## src/rtl/tx_framer.sv

```systemverilog
// tx_framer: wraps each AXI-Stream payload into a frame of
//   preamble | sync word | length field | payload (pad/truncate) | CRC-16 | gap
// All state advances only on beats where clk_enable is high. The O_* signals
// come from a single output register that reloads when it is empty or being
// accepted, so every state's byte appears on O_tdata one clk later.
// Ports:
//   clk, rst            clock, synchronous active-high reset
//   clk_enable          beat qualifier
//   frame_en            permits starting a new frame
//   payload_length      requested payload size, sampled at frame start
//   I_tdata/tvalid/tready/tlast   payload input stream
//   O_tdata/tvalid/tready/tlast   framed output stream
//   O_tuser             1 on header bytes (preamble, sync, length)
//   pkt_sent            one-clk pulse after the frame's last byte is accepted
//   len_err             one-clk pulse on a pad or truncate event
module tx_framer #(
  parameter int          PREAMBLE_LEN  = 4,
  parameter logic [7:0]  PREAMBLE_BYTE = 8'h55,
  parameter logic [15:0] SYNC_WORD     = 16'hEB90,
  parameter int          LEN_BYTES     = 2,
  parameter int          MAX_PAYLOAD   = 256,
  parameter logic [7:0]  PAD_BYTE      = 8'h00,
  parameter bit          CRC_EN        = 1'b1,
  parameter int          IFG_BEATS     = 8
) (
  input  logic        clk,
  input  logic        rst,
  input  logic        clk_enable,
  input  logic        frame_en,
  input  logic [15:0] payload_length,
  input  logic [7:0]  I_tdata,
  input  logic        I_tvalid,
  output logic        I_tready,
  input  logic        I_tlast,
  output logic [7:0]  O_tdata,
  output logic        O_tvalid,
  input  logic        O_tready,
  output logic        O_tlast,
  output logic        O_tuser,
  output logic        pkt_sent,
  output logic        len_err
);

  localparam int CNT_W = $clog2(MAX_PAYLOAD + 1);
  localparam int HDR_W = $clog2(PREAMBLE_LEN + 1);
  localparam int GAP_W = (IFG_BEATS < 1) ? 1 : $clog2(IFG_BEATS + 1);

  localparam logic [HDR_W-1:0] PRE_LAST = HDR_W'(PREAMBLE_LEN - 1);
  localparam logic [HDR_W-1:0] LEN_LAST = HDR_W'(LEN_BYTES - 1);
  localparam logic [HDR_W-1:0] TWO_LAST = HDR_W'(1);
  localparam logic [GAP_W-1:0] GAP_LAST = GAP_W'((IFG_BEATS > 0) ? IFG_BEATS - 1 : 0);

  localparam logic [2:0] S_IDLE  = 3'd0;
  localparam logic [2:0] S_PRE   = 3'd1;
  localparam logic [2:0] S_SYNC  = 3'd2;
  localparam logic [2:0] S_LEN   = 3'd3;
  localparam logic [2:0] S_PAY   = 3'd4;
  localparam logic [2:0] S_CRC   = 3'd5;
  localparam logic [2:0] S_GAP   = 3'd6;
  localparam logic [2:0] S_DRAIN = 3'd7;

  logic [2:0]       state_q, state_d;
  logic [HDR_W-1:0] hdr_cnt_q, hdr_cnt_d;
  logic [CNT_W-1:0] byte_cnt_q, byte_cnt_d;
  logic [GAP_W-1:0] gap_cnt_q, gap_cnt_d;
  logic [CNT_W-1:0] len_q, len_d;
  logic             trunc_q, trunc_d;
  logic             pad_q, pad_d;
  logic             drain_q, drain_d;
  logic [15:0]      crc_q, crc_d;
  logic [7:0]       o_data_q, o_data_d;
  logic             o_valid_q, o_valid_d;
  logic             o_last_q, o_last_d;
  logic             o_user_q, o_user_d;
  logic             pkt_q, pkt_d;
  logic             err_q, err_d;

  logic             load, accept_out, in_rdy, in_acc;
  logic             emit, emit_user, emit_last, last_pay;
  logic [7:0]       emit_data;
  logic [15:0]      len_field;

  // CRC-16-CCITT, MSB first, one byte per call.
  function automatic logic [15:0] crc16_byte(input logic [15:0] c, input logic [7:0] b);
    logic [15:0] r;
    r = c ^ {b, 8'h00};
    for (int i = 0; i < 8; i++) begin
      r = r[15] ? ((r << 1) ^ 16'h1021) : (r << 1);
    end
    return r;
  endfunction

  assign load       = clk_enable && (!o_valid_q || O_tready);
  assign accept_out = clk_enable && o_valid_q && O_tready;
  // Payload bytes pass straight into the output register, so input is only
  // taken on a beat where that register can load.
  assign in_rdy     = ((state_q == S_PAY) && load && !pad_q) || (state_q == S_DRAIN);
  assign in_acc     = clk_enable && I_tvalid && in_rdy;
  assign len_field  = 16'(len_q);
  assign last_pay   = (byte_cnt_q == (len_q - CNT_W'(1)));

  always_comb begin
    state_d    = state_q;
    hdr_cnt_d  = hdr_cnt_q;
    byte_cnt_d = byte_cnt_q;
    gap_cnt_d  = gap_cnt_q;
    len_d      = len_q;
    trunc_d    = trunc_q;
    pad_d      = pad_q;
    drain_d    = drain_q;
    crc_d      = crc_q;
    o_data_d   = o_data_q;
    o_valid_d  = o_valid_q;
    o_last_d   = o_last_q;
    o_user_d   = o_user_q;
    pkt_d      = accept_out && o_last_q;
    err_d      = 1'b0;
    emit       = 1'b0;
    emit_data  = 8'h00;
    emit_user  = 1'b0;
    emit_last  = 1'b0;

    case (state_q)
      S_IDLE: begin
        crc_d      = 16'hFFFF;
        hdr_cnt_d  = '0;
        byte_cnt_d = '0;
        gap_cnt_d  = '0;
        pad_d      = 1'b0;
        drain_d    = 1'b0;
        if (clk_enable && frame_en && I_tvalid) begin
          if (32'(payload_length) > 32'(MAX_PAYLOAD)) begin
            len_d   = CNT_W'(MAX_PAYLOAD);
            trunc_d = 1'b1;
          end else begin
            len_d   = CNT_W'(payload_length);
            trunc_d = 1'b0;
          end
          state_d = S_PRE;
        end
      end
      S_PRE: if (load) begin
        emit      = 1'b1;
        emit_data = PREAMBLE_BYTE;
        emit_user = 1'b1;
        if (hdr_cnt_q == PRE_LAST) begin
          hdr_cnt_d = '0;
          state_d   = S_SYNC;
        end else begin
          hdr_cnt_d = hdr_cnt_q + HDR_W'(1);
        end
      end
      S_SYNC: if (load) begin
        emit      = 1'b1;
        emit_data = (hdr_cnt_q == '0) ? SYNC_WORD[15:8] : SYNC_WORD[7:0];
        emit_user = 1'b1;
        if (hdr_cnt_q == TWO_LAST) begin
          hdr_cnt_d = '0;
          state_d   = S_LEN;
        end else begin
          hdr_cnt_d = hdr_cnt_q + HDR_W'(1);
        end
      end
      S_LEN: if (load) begin
        emit      = 1'b1;
        emit_data = (LEN_BYTES == 2 && hdr_cnt_q == '0) ? len_field[15:8] : len_field[7:0];
        emit_user = 1'b1;
        if (hdr_cnt_q == LEN_LAST) begin
          hdr_cnt_d = '0;
          if (len_q != '0) begin
            state_d = S_PAY;
          end else if (CRC_EN) begin
            state_d = S_CRC;
          end else begin
            // Empty frame without CRC: the length field closes the frame.
            emit_last = 1'b1;
            state_d   = S_GAP;
          end
        end else begin
          hdr_cnt_d = hdr_cnt_q + HDR_W'(1);
        end
      end
      S_PAY: if (load && (pad_q || I_tvalid)) begin
        emit       = 1'b1;
        emit_data  = pad_q ? PAD_BYTE : I_tdata;
        crc_d      = crc16_byte(crc_q, emit_data);
        byte_cnt_d = byte_cnt_q + CNT_W'(1);
        if (!last_pay) begin
          // Input ended early: fill the rest of the declared length.
          if (!pad_q && I_tlast) begin
            pad_d = 1'b1;
            err_d = 1'b1;
          end
        end else begin
          byte_cnt_d = '0;
          if (!pad_q && (!I_tlast || trunc_q)) err_d = 1'b1;
          // Input longer than the frame: discard the remainder after the gap.
          if (!pad_q && !I_tlast) drain_d = 1'b1;
          emit_last = !CRC_EN;
          state_d   = CRC_EN ? S_CRC : S_GAP;
        end
      end
      S_CRC: if (load) begin
        emit      = 1'b1;
        emit_data = (hdr_cnt_q == '0) ? crc_q[15:8] : crc_q[7:0];
        if (hdr_cnt_q == TWO_LAST) begin
          hdr_cnt_d = '0;
          emit_last = 1'b1;
          state_d   = S_GAP;
        end else begin
          hdr_cnt_d = hdr_cnt_q + HDR_W'(1);
        end
      end
      S_GAP: if (clk_enable) begin
        if (gap_cnt_q == GAP_LAST) begin
          gap_cnt_d = '0;
          state_d   = drain_q ? S_DRAIN : S_IDLE;
        end else begin
          gap_cnt_d = gap_cnt_q + GAP_W'(1);
        end
      end
      S_DRAIN: if (in_acc && I_tlast) begin
        drain_d = 1'b0;
        state_d = S_IDLE;
      end
      default: state_d = S_IDLE;
    endcase

    if (load) begin
      o_valid_d = emit;
      o_user_d  = emit && emit_user;
      o_last_d  = emit && emit_last;
      if (emit) o_data_d = emit_data;
    end
  end

  always_ff @(posedge clk) begin
    if (rst) begin
      state_q    <= S_IDLE;
      hdr_cnt_q  <= '0;
      byte_cnt_q <= '0;
      gap_cnt_q  <= '0;
      len_q      <= '0;
      trunc_q    <= 1'b0;
      pad_q      <= 1'b0;
      drain_q    <= 1'b0;
      crc_q      <= 16'hFFFF;
      o_data_q   <= 8'h00;
      o_valid_q  <= 1'b0;
      o_last_q   <= 1'b0;
      o_user_q   <= 1'b0;
      pkt_q      <= 1'b0;
      err_q      <= 1'b0;
    end else begin
      state_q    <= state_d;
      hdr_cnt_q  <= hdr_cnt_d;
      byte_cnt_q <= byte_cnt_d;
      gap_cnt_q  <= gap_cnt_d;
      len_q      <= len_d;
      trunc_q    <= trunc_d;
      pad_q      <= pad_d;
      drain_q    <= drain_d;
      crc_q      <= crc_d;
      o_data_q   <= o_data_d;
      o_valid_q  <= o_valid_d;
      o_last_q   <= o_last_d;
      o_user_q   <= o_user_d;
      pkt_q      <= pkt_d;
      err_q      <= err_d;
    end
  end

  assign I_tready = in_rdy;
  assign O_tdata  = o_data_q;
  assign O_tvalid = o_valid_q;
  assign O_tlast  = o_last_q;
  assign O_tuser  = o_user_q;
  assign pkt_sent = pkt_q;
  assign len_err  = err_q;

endmodule

```

## config.mk

```make
export PLATFORM = sky130hd
export DESIGN_NAME = tx_framer
export DESIGN_NICKNAME = d
export VERILOG_FILES = /design/src/rtl/tx_framer.sv
export SDC_FILE = /design/constraint.sdc
export NUM_CORES = 1
export LEC_CHECK = 0
export CORE_MARGIN = 5
export CORE_UTILIZATION = 25
export CTS_CLUSTER_SIZE = 24
export DETAILED_ROUTE_END_ITERATION = 8
export GPL_TIMING_DRIVEN = 0
export SLEW_MARGIN = 10
export SYNTH_ARGS = -nofsm -noshare
export SYNTH_HDL_FRONTEND = slang
export SYNTH_SLANG_ARGS = --single-unit
```

## constraint.sdc

```tcl
create_clock -name clk -period 2.2 [get_ports clk]
set_input_delay 0.33 -clock clk [delete_from_list [all_inputs] [get_ports clk]]
set_output_delay 0.33 -clock clk [all_outputs]
set_load 0.01 [all_outputs]
```

==> results.yml <==
clocking:
  clockRootBuffer: "clkbuf_16"
  clkLatencyLatePin_ps: 340
  cts_buffers: 9
  htreeDepth: 3
  clock-sinks: 60
  cts_tree: "built"
  path_clk_slew_ps: 60
  cts.path.max_buffers: 2
global_route:
  grt_overflow_total: 0
  track_usage: 0.144
  use_met1: 0.184
  antenna_found_initial: 0
  grt_pass1_vias: 4021
  grt_start_max_net_pins: 11
  busiest_layer: "met2"
  met2_usage: 0.234
  grt_pass1_wl_mm: 20.8
  use_met3: 0.0374
layout:
  final_util: 0.354
  antenna_cells: 0
  regArea_um2: 1210
  area_growth_pct: 40.3
  nNetsFinal: 608
  multi_input_area_um2: 2680
  nFillCells: 1560
  drive_gt1_frac: 0.217
synth:
  ys_types: 61
  yosys_most_used_dff: "dfxtp_1"
  synth_area_leaders: "dfxtp_1 (32%), xnor2_1 (5.3%), a21oi_1 (4.9%), nor2_1 (4.8%), nand2_1 (4.7%)"
  synth-async-reset-ratio: 0
  synth_warnings: 0
  synthesis.instances: 489
  synth-edff-count: 0
  yosysTopAreaCell: "dfxtp_1"
  synth_nets: 530
  yosysSeqAreaShare: 0.315
  avgSynthCellArea_um2: 7.80
  synthTopCellsByCount: "dfxtp_1 (60), nor2_1 (49), nand2_1 (48)"
  synth_seq_cells: 60
  synth_top_area_frac: 0.315
  syn-cell-area_um2: 3810
  post-synth-top-count-cell: "dfxtp_1"
placement:
  dp_hpwl_mm: 9.18
  preCtsSetupSlack_ps: -635
  numPortBuffers: 43
  gp_congestion: 0.956
sta:
  hold_violations: 0
  max_freq_mhz: 441
  slew_headroom: 0.552
  whs_ps: 455
  slew_violations: 0
  tightest_slew_ps: 672
  period_share: 1.03
  rsz0062_at_grt: "true"
  clock_skew_ps: 12.3
  layout_min_cycle_time_ps: 2270
  fin_ws_ps: -67.6
  final.setup.tns_ps: -144
  setup_violations: 4
pwr:
  total_power_mw: 3.30
  power.switching_mw: 0.905
  power.internal_mw: 2.39
  p_leak_nw: 1.91
  p_per_area_nw_per_um2: 616
  power_frac_comb: 0.194
  vdd_drop_max_uv: 330
  power_frac_seq: 0.343
  p_clk_frac: 0.464
  power_switching_share: 0.274
die:
  rows: 45
  core_area_um2: 15100
  start_util: 0.253
  ios: 45
  fp.dieW_um: 133
  die_height_um: 133
  dieArea_um2: 17800
setup_path:
  startpoint_type: "register"
  worst_ep_arrival_time_ps: 2540
  crit_fanout: 5
  cp-end-kind: "register"
  required_ps: 2470
  crit_type: "register to register"
drt:
  drt_wl_total_mm: 13.3
  wl_per_cell_um: 17.5
  drcViolationCount: 0
  vias: 3985
  drtPass1Iterations: 5
  final_antenna_net_count: 0
  avgViaCountPerCell: 5.25
  drt-initial-drc-count: 353
worst_hold_path:
  hold_class: "register to register"
status:
  violations: "negative setup slack"
  status: "finished with violations"
flow_run:
  max_cap_violations: 0
## cell families (layout without fill, tap and decap cells)
group	after synthesis	in the layout	synth area share
AOI/OAI and AO/OA	125	125	0.217
buffers and inverters	46	128	0.0574
xor gates and xnor gates	36	36	0.0827
adders and majority gates	11	11	0.0354
muxes	8	8	0.0220
DFF	60	60	0.315
and+or+nand+nor	203	203	0.271
## cells in the final DEF, fill, tap and decap left out, types with 11 or more instances in the layout
cell type | synthesis | routed
a21oi_1 | 37 | 33
a22oi_1 | 13 | 13
buf_4 | 3 | 21
buf_6 | 4 | 14
clkbuf_1 | 22 | 17
clkdlybuf4s50_1 | 0 | 41
dfxtp_1 | 60 | 55
nand2_1 | 48 | 44
nand2b_1 | 13 | 11
nand3_1 | 13 | 12
nor2_1 | 49 | 47
nor3_1 | 23 | 23
o21ai_0 | 18 | 18
xnor2_1 | 23 | 22
xor2_1 | 13 | 11
## what timing repair did
item                       CTS  global route
pin swaps                   20            15
cloned                       1             0
hold buffers                 0             0
setup endpoints to repair   46            39
setup buffers               16            10
resized for setup           49            53
## layout make-up
class / instances / area share
multi-input cells: 383 / 0.500
flip-flops and latches: 60 / 0.227
repair buffers: 70 / 0.126
clock buffers: 11 / 0.0454
well taps: 188 / 0.0440
plain buffers: 32 / 0.0349
clock inverters: 4 / 0.0138
inverters: 11 / 0.00865
## routing by layer
layer / wire (µm) / up-vias
met3: 922 / 21
met5: 0 / -
met4: 245 / 0
met2: 6390 / 140
met1: 5720 / 1931
li1: - / 1893
## through the flow
stage	cells	instance area (µm²)
finish	759	5350
detailed placement	720	4480
global route	759	5350
global placement	720	4480
floorplan	489	3810
CTS	751	5110
## sequential cells by signal, summed over array words and instances (netlist names), 3 cells and up
register,count
O_tdata,8
byte_cnt_q,9
crc_q,16
gap_cnt_q,4
hdr_cnt_q,3
len_q,9
state_q,3
## critical path, cell delays in order (launching register included)
cell and delay [ps]:
dfxtp_4 360, or4_4 570, xnor2_2 160, o22ai_2 100
o2111a_2 320, buf_4 160, or4_4 410, a21oi_2 120
## path summary, 6_finish.rpt
check,depth (start not counted),slack [ps],endpoint,start
setup / recovery,7,-70,byte_cnt_q[0]$_SDFFE_PP0P_,len_q[2]$_SDFFE_PP0P_
hold / removal,2,450,O_tuser$_SDFFE_PP0P_,O_tuser$_SDFFE_PP0P_
setup reg to reg,7,-70,byte_cnt_q[0]$_SDFFE_PP0P_,len_q[2]$_SDFFE_PP0P_
hold reg to reg,2,450,O_tuser$_SDFFE_PP0P_,O_tuser$_SDFFE_PP0P_
## power by group through the flow
stage	combinational [mW]	sequential, mW	clock [mW]
6_report	0.638	1.13	1.53
5_1_grt	0.682	1.13	1.60
4_1_cts	0.583	1.13	1.55
3_5_place_dp	0.550	1.16	0
3_3_place_gp	0.543	1.16	0
2_1_floorplan	0.323	1.16	0
Power figures use the tool's default switching activity.
